$ cat config.mk
export PLATFORM = sky130hd
export DESIGN_NAME = csa_wide_add_seq
export DESIGN_NICKNAME = d
export VERILOG_FILES = /design/src/rtl/csa_wide_add_seq_pkg.sv /design/src/rtl/csa_wide_add_seq_csa.sv /design/src/rtl/csa_wide_add_seq.sv
export SDC_FILE = /design/constraint.sdc
export NUM_CORES = 1
export LEC_CHECK = 0
export CAP_MARGIN = 20
export CORE_ASPECT_RATIO = 0.75
export CORE_MARGIN = 8
export CORE_UTILIZATION = 45
export CTS_CLUSTER_DIAMETER = 150
export DETAILED_ROUTE_END_ITERATION = 8
export PLACE_DENSITY = 0.7
export SYNTH_ARGS = -nofsm -noshare
export SYNTH_HDL_FRONTEND = slang
export SYNTH_SLANG_ARGS = --single-unit
$ cat constraint.sdc
create_clock -name clk -period 6.38 [get_ports clk]
set_input_delay 1.914 -clock clk [delete_from_list [all_inputs] [get_ports clk]]
set_output_delay 1.914 -clock clk [all_outputs]
set_load 0.05 [all_outputs]
$ cat src/rtl/csa_wide_add_seq_pkg.sv
// ---------------------------------------------------------------------------
// csa_wide_add_seq_pkg
//
// Purpose:
//   Shared definitions for the csa family of blocks: the slice width that the
//   16-bit csa works on, the controller state encoding and a small helper for
//   two's-complement overflow detection.
//
// Contents:
//   SLICE_W          width of one csa pass (16)
//   state_t          IDLE / RUN / DONE controller states (2'd3 unused)
//   signed_overflow  overflow from operand MSBs and result MSB
// ---------------------------------------------------------------------------
package csa_wide_add_seq_pkg;

    // Width of the single csa instance; operands are processed in chunks of
    // this many bits, least significant chunk first.
    localparam int SLICE_W = 16;

    // Controller states. Encoding 2'd3 is never entered on purpose and is
    // decoded as IDLE so a corrupted state register recovers on its own.
    typedef enum logic [1:0] {
        ST_IDLE = 2'd0,
        ST_RUN  = 2'd1,
        ST_DONE = 2'd2
    } state_t;

    // Two's-complement overflow: both operands carry the same sign but the
    // result comes out with the opposite sign.
    function automatic logic signed_overflow(
        input logic a_msb,
        input logic b_msb,
        input logic sum_msb
    );
        return (a_msb == b_msb) && (sum_msb != a_msb);
    endfunction

endpackage

$ cat src/rtl/csa_wide_add_seq_csa.sv
// ---------------------------------------------------------------------------
// csa_wide_add_seq_csa
//
// Purpose:
//   The 16-bit carry-select adder that the wide sequential adder time-shares.
//   Purely combinational. The slice is split into 4-bit blocks; each block
//   precomputes its sum for an incoming carry of 0 and of 1, and the real
//   carry from the block below picks one of the two.
//
// Ports:
//   a          in   SLICE_W  operand A slice
//   b          in   SLICE_W  operand B slice
//   carry_in   in   1        carry into bit 0 of the slice
//   sum        out  SLICE_W  (a + b + carry_in) mod 2^SLICE_W
//   carry_out  out  1        carry out of the top bit of the slice
// ---------------------------------------------------------------------------
module csa_wide_add_seq_csa
    import csa_wide_add_seq_pkg::*;
(
    input  logic [SLICE_W-1:0] a,
    input  logic [SLICE_W-1:0] b,
    input  logic               carry_in,
    output logic [SLICE_W-1:0] sum,
    output logic               carry_out
);

    localparam int BLOCK_W = 4;
    localparam int NBLK    = SLICE_W / BLOCK_W;

    // carry[i] is the carry entering block i; carry[NBLK] leaves the slice.
    logic [NBLK:0] carry;

    assign carry[0] = carry_in;

    // Each block computes both candidate results in parallel so that only the
    // select mux sits on the block-to-block carry path.
    for (genvar i = 0; i < NBLK; i++) begin : g_block
        logic [BLOCK_W:0] sum_c0;
        logic [BLOCK_W:0] sum_c1;

        assign sum_c0 = {1'b0, a[i*BLOCK_W +: BLOCK_W]}
                      + {1'b0, b[i*BLOCK_W +: BLOCK_W]};
        assign sum_c1 = sum_c0 + {{BLOCK_W{1'b0}}, 1'b1};

        assign sum[i*BLOCK_W +: BLOCK_W] = carry[i] ? sum_c1[BLOCK_W-1:0]
                                                    : sum_c0[BLOCK_W-1:0];
        assign carry[i+1] = carry[i] ? sum_c1[BLOCK_W] : sum_c0[BLOCK_W];
    end

    assign carry_out = carry[NBLK];

endmodule

$ cat src/rtl/csa_wide_add_seq.sv
// ---------------------------------------------------------------------------
// csa_wide_add_seq
//
// Purpose:
//   Multi-cycle WIDTH-bit adder built around one 16-bit csa. An operand pair
//   is accepted through a valid/ready handshake, then one 16-bit slice per
//   cycle is pushed through the csa, least significant slice first, with the
//   csa carry-out fed back as the next slice's carry-in. The finished sum,
//   carry-out and signed-overflow flag are presented through a valid/ready
//   output handshake. Operations never overlap.
//
// Ports:
//   clk        in   1      rising-edge clock
//   rst        in   1      synchronous active-high reset
//   in_valid   in   1      operand pair valid
//   in_ready   out  1      high only in IDLE
//   in_a       in   WIDTH  operand A
//   in_b       in   WIDTH  operand B
//   in_cin     in   1      carry into bit 0
//   out_valid  out  1      result valid, held until out_ready
//   out_ready  in   1      consumer takes the result
//   out_sum    out  WIDTH  A + B + cin, mod 2^WIDTH
//   out_cout   out  1      carry out of bit WIDTH-1
//   out_ovf    out  1      signed overflow of the addition
//
// WIDTH must be an integer multiple of SLICE_W.
// ---------------------------------------------------------------------------
module csa_wide_add_seq
    import csa_wide_add_seq_pkg::*;
#(
    parameter int WIDTH = 64
) (
    input  logic             clk,
    input  logic             rst,
    input  logic             in_valid,
    output logic             in_ready,
    input  logic [WIDTH-1:0] in_a,
    input  logic [WIDTH-1:0] in_b,
    input  logic             in_cin,
    output logic             out_valid,
    input  logic             out_ready,
    output logic [WIDTH-1:0] out_sum,
    output logic             out_cout,
    output logic             out_ovf
);

    localparam int NSLICE = WIDTH / SLICE_W;
    localparam int IDX_W  = (NSLICE > 1) ? $clog2(NSLICE) : 1;
    localparam logic [IDX_W-1:0] LAST_IDX = IDX_W'(NSLICE - 1);

    state_t state;
    state_t state_next;

    // Control strobes decoded from the state machine.
    logic accept;
    logic step;
    logic last_step;

    // Captured operands and the running computation.
    logic [WIDTH-1:0] a_reg;
    logic [WIDTH-1:0] b_reg;
    logic [WIDTH-1:0] res_reg;
    logic [WIDTH-1:0] res_next;
    logic             carry_reg;
    logic [IDX_W-1:0] idx;

    // Published result; kept apart from res_reg so the half-built value
    // of an operation in flight never shows on out_sum.
    logic [WIDTH-1:0] sum_q;
    logic             cout_q;
    logic             ovf_q;

    // Slice currently routed through the csa.
    logic [SLICE_W-1:0] csa_a;
    logic [SLICE_W-1:0] csa_b;
    logic [SLICE_W-1:0] csa_sum;
    logic               csa_cout;

    // The state register. Reset always lands in IDLE, even if a handshake
    // happens in the same cycle, which abandons any operation in flight.
    always_ff @(posedge clk) begin
        if (rst) begin
            state <= ST_IDLE;
        end else begin
            state <= state_next;
        end
    end

    // Next-state and handshake decode. IDLE is also the fallback for the
    // unused encoding, so a stray state heads straight back to IDLE.
    always_comb begin
        state_next = state;
        in_ready   = 1'b0;
        out_valid  = 1'b0;
        accept     = 1'b0;
        step       = 1'b0;
        last_step  = 1'b0;

        case (state)
            ST_RUN: begin
                step = 1'b1;
                if (idx == LAST_IDX) begin
                    last_step  = 1'b1;
                    state_next = ST_DONE;
                end
            end

            ST_DONE: begin
                out_valid = 1'b1;
                if (out_ready) begin
                    state_next = ST_IDLE;
                end
            end

            default: begin
                state_next = ST_IDLE;
                in_ready   = 1'b1;
                if (in_valid) begin
                    accept     = 1'b1;
                    state_next = ST_RUN;
                end
            end
        endcase
    end

    // Feed the csa with the slice selected by idx. Slice 0 sees the
    // registered cin because accept loads it into carry_reg; later slices
    // see the carry left behind by the previous pass.
    assign csa_a = a_reg[idx*SLICE_W +: SLICE_W];
    assign csa_b = b_reg[idx*SLICE_W +: SLICE_W];

    csa_wide_add_seq_csa u_csa (
        .a         (csa_a),
        .b         (csa_b),
        .carry_in  (carry_reg),
        .sum       (csa_sum),
        .carry_out (csa_cout)
    );

    // Running result with the current slice merged in. On the last pass
    // this is the complete sum, which lets it be published on the same edge.
    always_comb begin
        res_next = res_reg;
        res_next[idx*SLICE_W +: SLICE_W] = csa_sum;
    end

    // Datapath registers. Accept captures the operands so the producer may
    // change its inputs right away; each RUN cycle retires one slice; the
    // last slice also loads the published result and flags.
    always_ff @(posedge clk) begin
        if (rst) begin
            a_reg     <= '0;
            b_reg     <= '0;
            res_reg   <= '0;
            carry_reg <= 1'b0;
            idx       <= '0;
            sum_q     <= '0;
            cout_q    <= 1'b0;
            ovf_q     <= 1'b0;
        end else begin
            if (accept) begin
                a_reg     <= in_a;
                b_reg     <= in_b;
                carry_reg <= in_cin;
                res_reg   <= '0;
                idx       <= '0;
            end

            if (step) begin
                res_reg   <= res_next;
                carry_reg <= csa_cout;
                if (idx != LAST_IDX) begin
                    idx <= idx + 1'b1;
                end
            end

            if (last_step) begin
                sum_q  <= res_next;
                cout_q <= csa_cout;
                ovf_q  <= signed_overflow(a_reg[WIDTH-1], b_reg[WIDTH-1],
                                          res_next[WIDTH-1]);
            end
        end
    end

    assign out_sum  = sum_q;
    assign out_cout = cout_q;
    assign out_ovf  = ovf_q;

endmodule
==> out/results.txt, run 1 <==
Final Hold Vio Count: 0
Period utilization: 0.762
Area contributors post-synth: dfxtp_1 (45%), nand2_1 (11%), a21oi_1 (9.7%)
Clock slew at reported path FFs: 0.06 ns
Initial core utilization: 0.456
FF-to-FF setup slack: 1.52 ns
Internal Power: 2.80 mW
Detailed Route WL: 35800 um
Dominant synthesized flop cell: dfxtp_1
Top-area cell type share of the netlist area: 0.447
Final Critical Period: 4.86 ns
CP bufs+invs: 0
Drt drc: 0
Most frequent cells after synthesis: nand2_1 (346), dfxtp_1 (263), a21oi_1 (228)
Net Sw Power: 0.986 mW
Worst Path Required: 6.75 ns
Number of global-route vias before repair: 10200
Synthesized cell area: 11800 um2
RSZ-0062 raised after global routing: no
Worst Path Max Fanout: 16
Synth Warn #: 0
Fin Hold WS: 0.453 ns
Synth async-reset ratio: 0
Top-count cell post-synth: nand2_1
P_leak: 5.37 nW
Htree depth: 1
Worst clock skew: 0.00909 ns
Share of cells above drive strength 1: 0.0680
Area leader, netlist: dfxtp_1
Worst setup SP type: flip-flop
VDD IR max: 173 uV
Kind of critical path: reg2reg
Netlist cell types: 57
ANT nets after route: 0
Register area share after synthesis: 0.447
Measured slew at the worst slew-check pin: 1.14 ns
DR vias/cell: 5.51
Hold buffer count at CTS: 0
Clock Power Share: 0.407
Gate Count Post-Synth: 1438
Area Growth Syn to Fin: 25.5%
Endpoints failing setup: 0
Slowest cell delay on critical path: 0.62 ns
Number of synthesized flops with an enable pin: 0
Max Cap Violations: 0
Fillers: 2342
Sw Share: 0.260
Sum Neg Setup Slack: 0 ns
IO Pins: 201
Core ar.: 25800 um2
Crit. End Element: flip-flop
Max clock buf depth: 3
Post-synthesis register bit count: 263
Die height: 156 um
Crit-path most repeated cell: ha_1
Syn avg cell area: 8.19 um2
Total Routing Usage GR: 0.219
DR iter-0 viols: 921
CTS Buf Count: 26
Sequential share of power: 0.458
Total number of vias: 10600
Combinational Power Share: 0.135
Power density cells: 256 nW/um2
Critical Path AT: 5.23 ns
Worst min path class: reg2reg
Fin. max-slew vios: 0
First-pass detailed-route iteration total: 5
Antenna violations before repair: 1
Post-detail-place hpwl: 24800 um
PostCTS Resize Cnt: 0
Run status: complete, no violations
Cell Rows: 51
CP top delay family: compound AO/OA/AOI/OAI gates
Antenna Cells: 0
Skew-Pair Late Insertion Delay: 0.53 ns
Layout Nets: 1736
GP Congestion: 0.865
Slowest-stage cell, CP: dfxtp_2
Port bufs: 200
CTS tree: built
Max-slew headroom: 0.234
Die ar.: 31600 um2
First-pass GRT wire length: 56200 um
Crit-path cells: mux4_2, ha_1, fa_1, ha_1, a21o_1, a221o_1, a211oi_2, mux2_4, nor4b_4, xnor2_2, xnor2_1, a2bb2oi_1, a211oi_1
Postcts setup bufs: 0
CTS Root Cell: clkbuf_16
Gr ovfl total: 0
Largest net degree at the start of global routing: 94
Die X: 203 um
CTS Sinks: 263
Synthesized Nets: 1603
Fmax: 206 MHz
Drt wl/cell: 18.5 um
power by group through the flow:
stage	clock [mW]	sequential [mW]	combinational [mW]
6_report	1.54	1.73	0.511
5_1_grt	1.63	1.74	0.554
4_1_cts	1.56	1.73	0.508
3_5_place_dp	0	1.77	0.505
3_3_place_gp	0	1.77	0.496
2_1_floorplan	0	1.75	0.317
tightest hold or removal path: cells and delay by family, from the launching register on:
family	cells	cell delay, ns
flip-flops	1	0.31
AND/OR/NAND/NOR	1	0.05
AO/OA/AOI/OAI	1	0.05
per-layer routing:
layer | vias to the layer above | GRT usage | wire length [um]
met5 | - | 0 | 13
met3 | 61 | 0.0488 | 2620
met2 | 361 | 0.341 | 16000
li1 | 5180 | - | -
met4 | 2 | 0.0493 | 737
met1 | 5039 | 0.306 | 16500
stage by stage:
| step | cells | cell area (um2) | setup slack (ns) | utilization | total power, mW |
|---|---|---|---|---|---|
| 2_1_floorplan | 1438 | 11800 | 1.10 | - | 2.07 |
| 3_3_place_gp | 1886 | 13900 | 1.63 | 0.538 | 2.26 |
| 3_5_place_dp | 1886 | 13900 | 1.56 | 0.538 | 2.28 |
| 4_1_cts | 1931 | 14800 | 1.54 | 0.572 | 3.80 |
| 5_1_grt | 1932 | 14800 | 1.26 | 0.572 | 3.93 |
| 6_report | 1932 | 14800 | 1.52 | 0.572 | 3.79 |
layout by cell type (no fill, tap or decap), drive strengths merged, types with 5 or more instances in the layout:
| cell | synthesis | layout |
|---|---|---|
| dfxtp | 263 | 263 |
| nand3 | 8 | 8 |
| clkdlybuf4s50 | 0 | 199 |
| nor3 | 67 | 67 |
| a22oi | 5 | 5 |
| mux2i | 5 | 5 |
| o21ai | 14 | 14 |
| nor4 | 6 | 6 |
| mux4 | 32 | 32 |
| nor2 | 97 | 97 |
| a32o | 7 | 7 |
| a21oi | 228 | 228 |
| nor2b | 6 | 6 |
| ha | 28 | 28 |
| and3 | 9 | 9 |
| a211oi | 19 | 19 |
| a21o | 7 | 7 |
| clkinv | 1 | 5 |
| inv | 59 | 60 |
| xor2 | 11 | 11 |
| nand2 | 347 | 347 |
| and2 | 5 | 5 |
| o22ai | 51 | 51 |
| buf | 11 | 12 |
| xnor2 | 15 | 15 |
| clkbuf | 96 | 39 |
cells by family after synthesis:
group,Yosys count,synth area share
xor+xnor,26,0.0213
compound gates,348,0.172
fa+ha+maj,32,0.0366
buf+inv,167,0.0536
mux,40,0.0690
simple gates,562,0.201
flops,263,0.447
cell type report:
class | instances | area (um2) | share of cell area
sequential | 263 | 5270 | 0.356
timing repair buffer | 212 | 2100 | 0.142
clock buffer | 38 | 787 | 0.0533
multi-input combinational | 1008 | 5890 | 0.399
inverter | 60 | 225 | 0.0152
clock inverter | 7 | 68.8 | 0.00466
tap | 344 | 430 | 0.0291
final timing paths:
| check | start | endpoint | cells after the start |
|---|---|---|---|
| worst max-delay path | idx[0]$_SDFF_PP0_ | res_reg[44]$_SDFFE_PP0P_ | 13 |
| worst min-delay path | a_reg[50]$_SDFFE_PP0P_ | a_reg[50]$_SDFFE_PP0P_ | 2 |
| worst max register to register | idx[0]$_SDFF_PP0_ | res_reg[44]$_SDFFE_PP0P_ | 13 |
| worst min register to register | a_reg[50]$_SDFFE_PP0P_ | a_reg[50]$_SDFFE_PP0P_ | 2 |
Power figures use the tool's default switching activity.
==> run 2, diff against run 1 <==
- clock period: 6.38 -> 4.65 ns (I/O delays scaled with it)
==> out/results.txt, run 2 (synthesis results as in run 1) <==
Sequential share of power: 0.431 (was 0.458)
Worst min path class: reg2reg (unchanged)
Worst Path Required: 5.04 ns (was 6.75 ns)
Total number of vias: 10600 (about the same)
Port bufs: 200 (unchanged)
Detailed Route WL: 35300 um (was 35800 um)
Htree depth: 1 (unchanged)
Most frequent cells in the layout: nand2_1 (344), dfxtp_1 (261), a21oi_1 (228) (unchanged)
GP Congestion: 0.859 (was 0.865)
Initial core utilization: 0.456 (unchanged)
Die height: 156 um (unchanged)
Placed insts: 1898 (was 1886)
First-pass detailed-route iteration total: 5 (unchanged)
CTS Root Cell: clkbuf_16 (unchanged)
Worst setup SP type: flip-flop (unchanged)
Final Hold Vio Count: 0 (unchanged)
DR vias/cell: 5.44 (was 5.51)
HP Start: out_sum[18]$_SDFFE_PP0P_ (was a_reg[50]$_SDFFE_PP0P_)
Layout Nets: 1750 (was 1736)
DR iter-0 viols: 850 (was 921)
Power density cells: 366 nW/um2 (was 256 nW/um2)
P_leak: 5.51 nW (was 5.37 nW)
Fmax: 222 MHz (was 206 MHz)
Combinational Power Share: 0.132 (was 0.135)
CTS Sinks: 263 (unchanged)
Area Growth Syn to Fin: 27.9% (was 25.5%)
Hold Crit Depth: 2 (unchanged)
Measured slew at the worst slew-check pin: 1.04 ns (was 1.14 ns)
Sw Share: 0.256 (was 0.260)
Reg-to-reg startpoint: idx[0]$_SDFF_PP0_ (unchanged)
Tot Pwr: 5.51 mW (was 3.79 mW)
Post-detail-place hpwl: 24500 um (was 24800 um)
Net Sw Power: 1.41 mW (was 0.986 mW)
Number of global-route vias before repair: 10200 (about the same)
First-pass GRT wire length: 55600 um (was 56200 um)
Clock slew at reported path FFs: 0.06 ns (about the same)
Antenna violations before repair: 1 (unchanged)
Skew-Pair Late Insertion Delay: 0.55 ns (was 0.53 ns)
IO Pins: 201 (unchanged)
Antenna Cells: 0 (unchanged)
CTS Buf Count: 27 (was 26)
Die ar.: 31600 um2 (unchanged)
Sum Neg Setup Slack: 0 ns (unchanged)
Period utilization: 0.969 (was 0.762)
Final Critical Period: 4.51 ns (was 4.86 ns)
Internal Power: 4.10 mW (was 2.80 mW)
Fin. max-slew vios: 0 (unchanged)
Kind of critical path: reg2reg (unchanged)
Drt drc: 0 (unchanged)
Reg2Reg Depth: 13 (unchanged)
RSZ-0062 raised after global routing: no (unchanged)
Worst Path Max Fanout: 6 (was 16)
Crit. End Element: flip-flop (unchanged)
Leading cell type in the layout, fill and taps excluded: nand2_1 (unchanged)
Worst flop-to-flop path endpoint: out_sum[61]$_SDFFE_PP0P_ (was res_reg[44]$_SDFFE_PP0P_)
Gr ovfl total: 0 (unchanged)
Endpoints failing setup: 0 (unchanged)
Die X: 203 um (unchanged)
Final core utilization: 0.583 (was 0.572)
CTS tree: built (unchanged)
Core ar.: 25800 um2 (unchanged)
Critical Path AT: 4.89 ns (was 5.23 ns)
VDD IR max: 291 uV (was 173 uV)
Largest net degree at the start of global routing: 108 (was 94)
Run status: complete, no violations (unchanged)
Total Routing Usage GR: 0.215 (was 0.219)
FF-to-FF setup slack: 0.14 ns (was 1.52 ns)
WHS Endpoint: out_sum[18]$_SDFFE_PP0P_ (was a_reg[50]$_SDFFE_PP0P_)
Worst clock skew: 0.0228 ns (was 0.00909 ns)
Final std cells w/o fill: 1949 (was 1932)
Max clock buf depth: 3 (unchanged)
Max Cap Violations: 0 (unchanged)
ANT nets after route: 0 (unchanged)
Clock Power Share: 0.437 (was 0.407)
Cell Rows: 51 (unchanged)
Share of cells above drive strength 1: 0.0816 (was 0.0680)
Drt wl/cell: 18.1 um (was 18.5 um)
Max-slew headroom: 0.305 (was 0.234)
==> run 2: cell types whose count changed in the layout (fill, tap and decap cells not counted), sizes merged <==
cell	previous run	this run
buf	12	26
clkbuf	39	33
bufinv	1	6
clkinv	5	8
clkinvlp	1	2
==> run 2: routing by layer <==
metal | part of all wire | wire length, um | track usage
met1 | 0.47 | 16600 | 0.300
met2 | 0.44 | 15400 | 0.328
met3 | 0.068 | 2380 | 0.0510
met4 | 0.022 | 784 | 0.0541
met5 | 0.0025 | 87 | 0.0178
==> run 2: worst max path at each step <==
stage	from	endpoint	slack (ns)	cells after the start
2_1_floorplan	idx[1]$_SDFF_PP0_	out_sum[61]$_SDFFE_PP0P_	0.001	16
3_3_place_gp	idx[0]$_SDFF_PP0_	out_sum[61]$_SDFFE_PP0P_	0.19	13
3_5_place_dp	idx[0]$_SDFF_PP0_	out_sum[61]$_SDFFE_PP0P_	0.09	13
4_1_cts	idx[0]$_SDFF_PP0_	out_sum[61]$_SDFFE_PP0P_	0.05	13
5_1_grt	idx[0]$_SDFF_PP0_	out_sum[61]$_SDFFE_PP0P_	0.01	13
6_report	idx[0]$_SDFF_PP0_	out_sum[61]$_SDFFE_PP0P_	0.14	13
==> run 2: power by group through the flow <==
stage	combinational, mW	sequential, mW	clock, mW
floorplan	0.436	2.41	0
global placement	0.707	2.42	0
detailed placement	0.716	2.42	0
CTS	0.720	2.37	2.43
global route	0.787	2.38	2.53
finish	0.729	2.37	2.41
==> run 2: stage by stage <==
stage	hold WS, ns	setup slack, ns	cell area, um2
6_report	0.452	0.144	15100
5_1_grt	0.470	0.0110	15100
4_1_cts	0.454	0.0528	15000
3_5_place_dp	0.445	0.0895	14000
3_3_place_gp	0.438	0.189	14000
2_1_floorplan	0.425	0.00150	11800
==> run 2: final cells by class <==
cell class / instances / area [um2]
fill: 2311 / 10800
multi-input combinational: 1008 / 5910
sequential: 263 / 5270
timing repair buffer: 225 / 2230
clock buffer: 33 / 738
tap: 344 / 430
clock inverter: 16 / 250
inverter: 60 / 225
==> run 2: worst max-delay path, cell delays in order (launching register included) <==
cell and delay (ns):
dfxtp_4 0.40, mux4_2 0.50, ha_2 0.22, fa_1 0.49, ha_2 0.22, a21o_1 0.17
a221o_1 0.35, a211oi_2 0.29, mux2_4 0.36, nor4b_4 0.38, xnor2_2 0.23, mux2_4 0.38
a221oi_2 0.27, nor3_1 0.08
==> run 2: what timing repair did <==
action	in CTS	in global routing
gates resized for setup	0	5
hold buffers	0	0
setup buffers	0	2
endpoints found under the setup margin	0	27
==> run 3, diff against run 2 <==
- CORE_UTILIZATION: 45 -> 53
- PLACE_DENSITY: 0.7 -> 0.8
==> out/results.txt, run 3 (synthesis results as in run 1) <==
Run status: complete, no violations (unchanged)
Layout Nets: 1747 (was 1750)
Reg2Reg Depth: 13 (unchanged)
Kind of critical path: reg2reg (unchanged)
RSZ-0062 raised after global routing: no (unchanged)
GP Congestion: 0.884 (was 0.859)
First-pass GRT wire length: 55700 um (was 55600 um)
Worst Path Max Fanout: 6 (unchanged)
Clock slew at reported path FFs: 0.06 ns (about the same)
Final Hold Vio Count: 0 (unchanged)
Worst setup SP type: flip-flop (unchanged)
Post-detail-place hpwl: 24300 um (was 24500 um)
Fmax: 223 MHz (was 222 MHz)
Crit path capture: out_sum[61]$_SDFFE_PP0P_ (unchanged)
Critical path launch point: idx[0]$_SDFF_PP0_ (unchanged)
Cell Rows: 47 (was 51)
Crit-path cells: mux4_2, ha_1, fa_1, ha_1, a21o_1, a221o_1, a211oi_2, mux2_4, nor4b_4, xnor2_2, mux2_4, a221oi_2, nor3_1 (was mux4_2, ha_2, fa_1, ha_2, a21o_1, a221o_1, a211oi_2, mux2_4, nor4b_4, xnor2_2, mux2_4, a221oi_2, nor3_1)
P_leak: 5.44 nW (was 5.51 nW)
Worst min path class: reg2reg (unchanged)
Slowest-stage cell, CP: mux4_2 (unchanged)
Leading cell type in the layout, fill and taps excluded: nand2_1 (unchanged)
DR vias/cell: 5.79 (was 5.44)
Power density cells: 344 nW/um2 (was 366 nW/um2)
FF-to-FF setup slack: 0.17 ns (was 0.14 ns)
Die ar.: 27300 um2 (was 31600 um2)
Reg-to-reg startpoint: idx[0]$_SDFF_PP0_ (unchanged)
Drt wl/cell: 18.6 um (was 18.1 um)
Crit. End Element: flip-flop (unchanged)
CTS Buf Count: 26 (was 27)
ANT nets after route: 0 (unchanged)
First-pass detailed-route iteration total: 5 (unchanged)
Antenna Cells: 0 (unchanged)
Area Growth Syn to Fin: 25.7% (was 27.9%)
Gr ovfl total: 0 (unchanged)
Max clock buf depth: 3 (unchanged)
Critical Path AT: 4.88 ns (was 4.89 ns)
Slowest cell delay on critical path: 0.51 ns (was 0.50 ns)
Number of global-route vias before repair: 10600 (was 10200)
Final Critical Period: 4.48 ns (was 4.51 ns)
VDD IR max: 249 uV (was 291 uV)
Initial core utilization: 0.537 (was 0.456)
Final core utilization: 0.675 (was 0.583)
Skew-Pair Late Insertion Delay: 0.53 ns (was 0.55 ns)
Total Routing Usage GR: 0.245 (was 0.215)
Endpoints failing setup: 0 (unchanged)
CTS Sinks: 263 (unchanged)
Share of cells above drive strength 1: 0.0745 (was 0.0816)
Die X: 188 um (was 203 um)
Worst Path Required: 5.05 ns (was 5.04 ns)
Worst flop-to-flop path endpoint: out_sum[61]$_SDFFE_PP0P_ (unchanged)
CTS tree: built (unchanged)
Most frequent cells in the layout: nand2_1 (344), dfxtp_1 (261), a21oi_1 (228) (unchanged)
Antenna violations before repair: 0 (was 1)
DR iter-0 viols: 981 (was 850)
Sum Neg Setup Slack: 0 ns (unchanged)
Die height: 145 um (was 156 um)
Drt drc: 0 (unchanged)
Max Cap Violations: 0 (unchanged)
Worst clock skew: 0.00616 ns (was 0.0228 ns)
Total number of vias: 10900 (was 10600)
CTS Root Cell: clkbuf_16 (unchanged)
IO Pins: 201 (unchanged)
Period utilization: 0.964 (was 0.969)
Port bufs: 200 (unchanged)
Core ar.: 21900 um2 (was 25800 um2)
Fillers: 1794 (was 2311)
Measured slew at the worst slew-check pin: 1.04 ns (about the same)
Max-slew headroom: 0.304 (was 0.305)
Largest net degree at the start of global routing: 123 (was 108)
Detailed Route WL: 35200 um (was 35300 um)
Htree depth: 1 (unchanged)
Hold buffer count at CTS: 0 (unchanged)
Fin. max-slew vios: 0 (unchanged)
[run 3: cell count changes in the layout (fill, tap and decap cells not counted), sizes merged]
cell,before,now
clkbuf,33,37
clkinvlp,2,0
clkinv,8,6
buf,26,24
bufinv,6,0
[run 3: worst max-delay path: cells and delay by family, from the launching register on]
| kind | cells | cell delay [ns] |
|---|---|---|
| XOR/XNOR | 1 | 0.24 |
| flip-flops | 1 | 0.40 |
| adder cells (fa/ha/maj) | 3 | 0.98 |
| AND/OR/NAND/NOR | 2 | 0.42 |
| multiplexers | 3 | 1.26 |
| AO/OA/AOI/OAI | 4 | 1.05 |
[run 3: through the flow]
step / cells / hold slack [ns] / setup WS, ns / total power [mW] / cell area (um2)
6_report: 1891 / 0.452 / 0.168 / 5.09 / 14800
5_1_grt: 1891 / 0.466 / 0.0262 / 5.27 / 14800
4_1_cts: 1890 / 0.454 / 0.00250 / 5.09 / 14800
3_5_place_dp: 1847 / 0.446 / 0.00459 / 3.13 / 14000
3_3_place_gp: 1847 / 0.439 / 0.205 / 3.11 / 14000
2_1_floorplan: 1438 / 0.425 / 0.00150 / 2.84 / 11800
[run 3: repair_timing]
item                       4_1_cts  5_1_grt
setup endpoints to repair        1       35
gates resized for setup          2        7
gates cloned                     0        0
pin swaps                        0        2
setup buffers                    0        1
[run 3: routing by layer]
metal | wire length, um | vias up | global-route usage
met5 | 0 | - | 0
met1 | 14900 | 5181 | 0.331
met2 | 16000 | 490 | 0.383
met3 | 3480 | 74 | 0.0618
li1 | - | 5200 | -
met4 | 834 | 0 | 0.0680
[run 3: worst min-delay path by stage]
stage | from | end | slack, ns | depth (start not counted)
3_3_place_gp | res_reg[26]$_SDFFE_PP0P_ | res_reg[26]$_SDFFE_PP0P_ | 0.44 | 2
2_1_floorplan | res_reg[10]$_SDFFE_PP0P_ | res_reg[10]$_SDFFE_PP0P_ | 0.43 | 2
4_1_cts | a_reg[44]$_SDFFE_PP0P_ | a_reg[44]$_SDFFE_PP0P_ | 0.45 | 2
3_5_place_dp | a_reg[44]$_SDFFE_PP0P_ | a_reg[44]$_SDFFE_PP0P_ | 0.45 | 2
6_report | out_sum[0]$_SDFFE_PP0P_ | out_sum[0]$_SDFFE_PP0P_ | 0.45 | 2
5_1_grt | b_reg[30]$_SDFFE_PP0P_ | b_reg[30]$_SDFFE_PP0P_ | 0.47 | 2
[run 3: power breakdown]
group | internal (mW) | leakage [nW] | switching, mW
Combinational | 0.304 | 2.90 | 0.426
Clock | 1.12 | 0.393 | 0.861
Sequential | 2.33 | 2.14 | 0.0464
Total | 3.75 | 5.44 | 1.33
[run 3: cell type report]
class                   instances  area, um2  area share
clock buffers                  37        753      0.0509
repair buffers                223       2220       0.150
multi-input cells            1008       5930       0.401
clock inverters                 6       33.8     0.00228
flip-flops and latches        263       5270       0.356
inverters                      60        225      0.0152
well taps                     294        368      0.0249
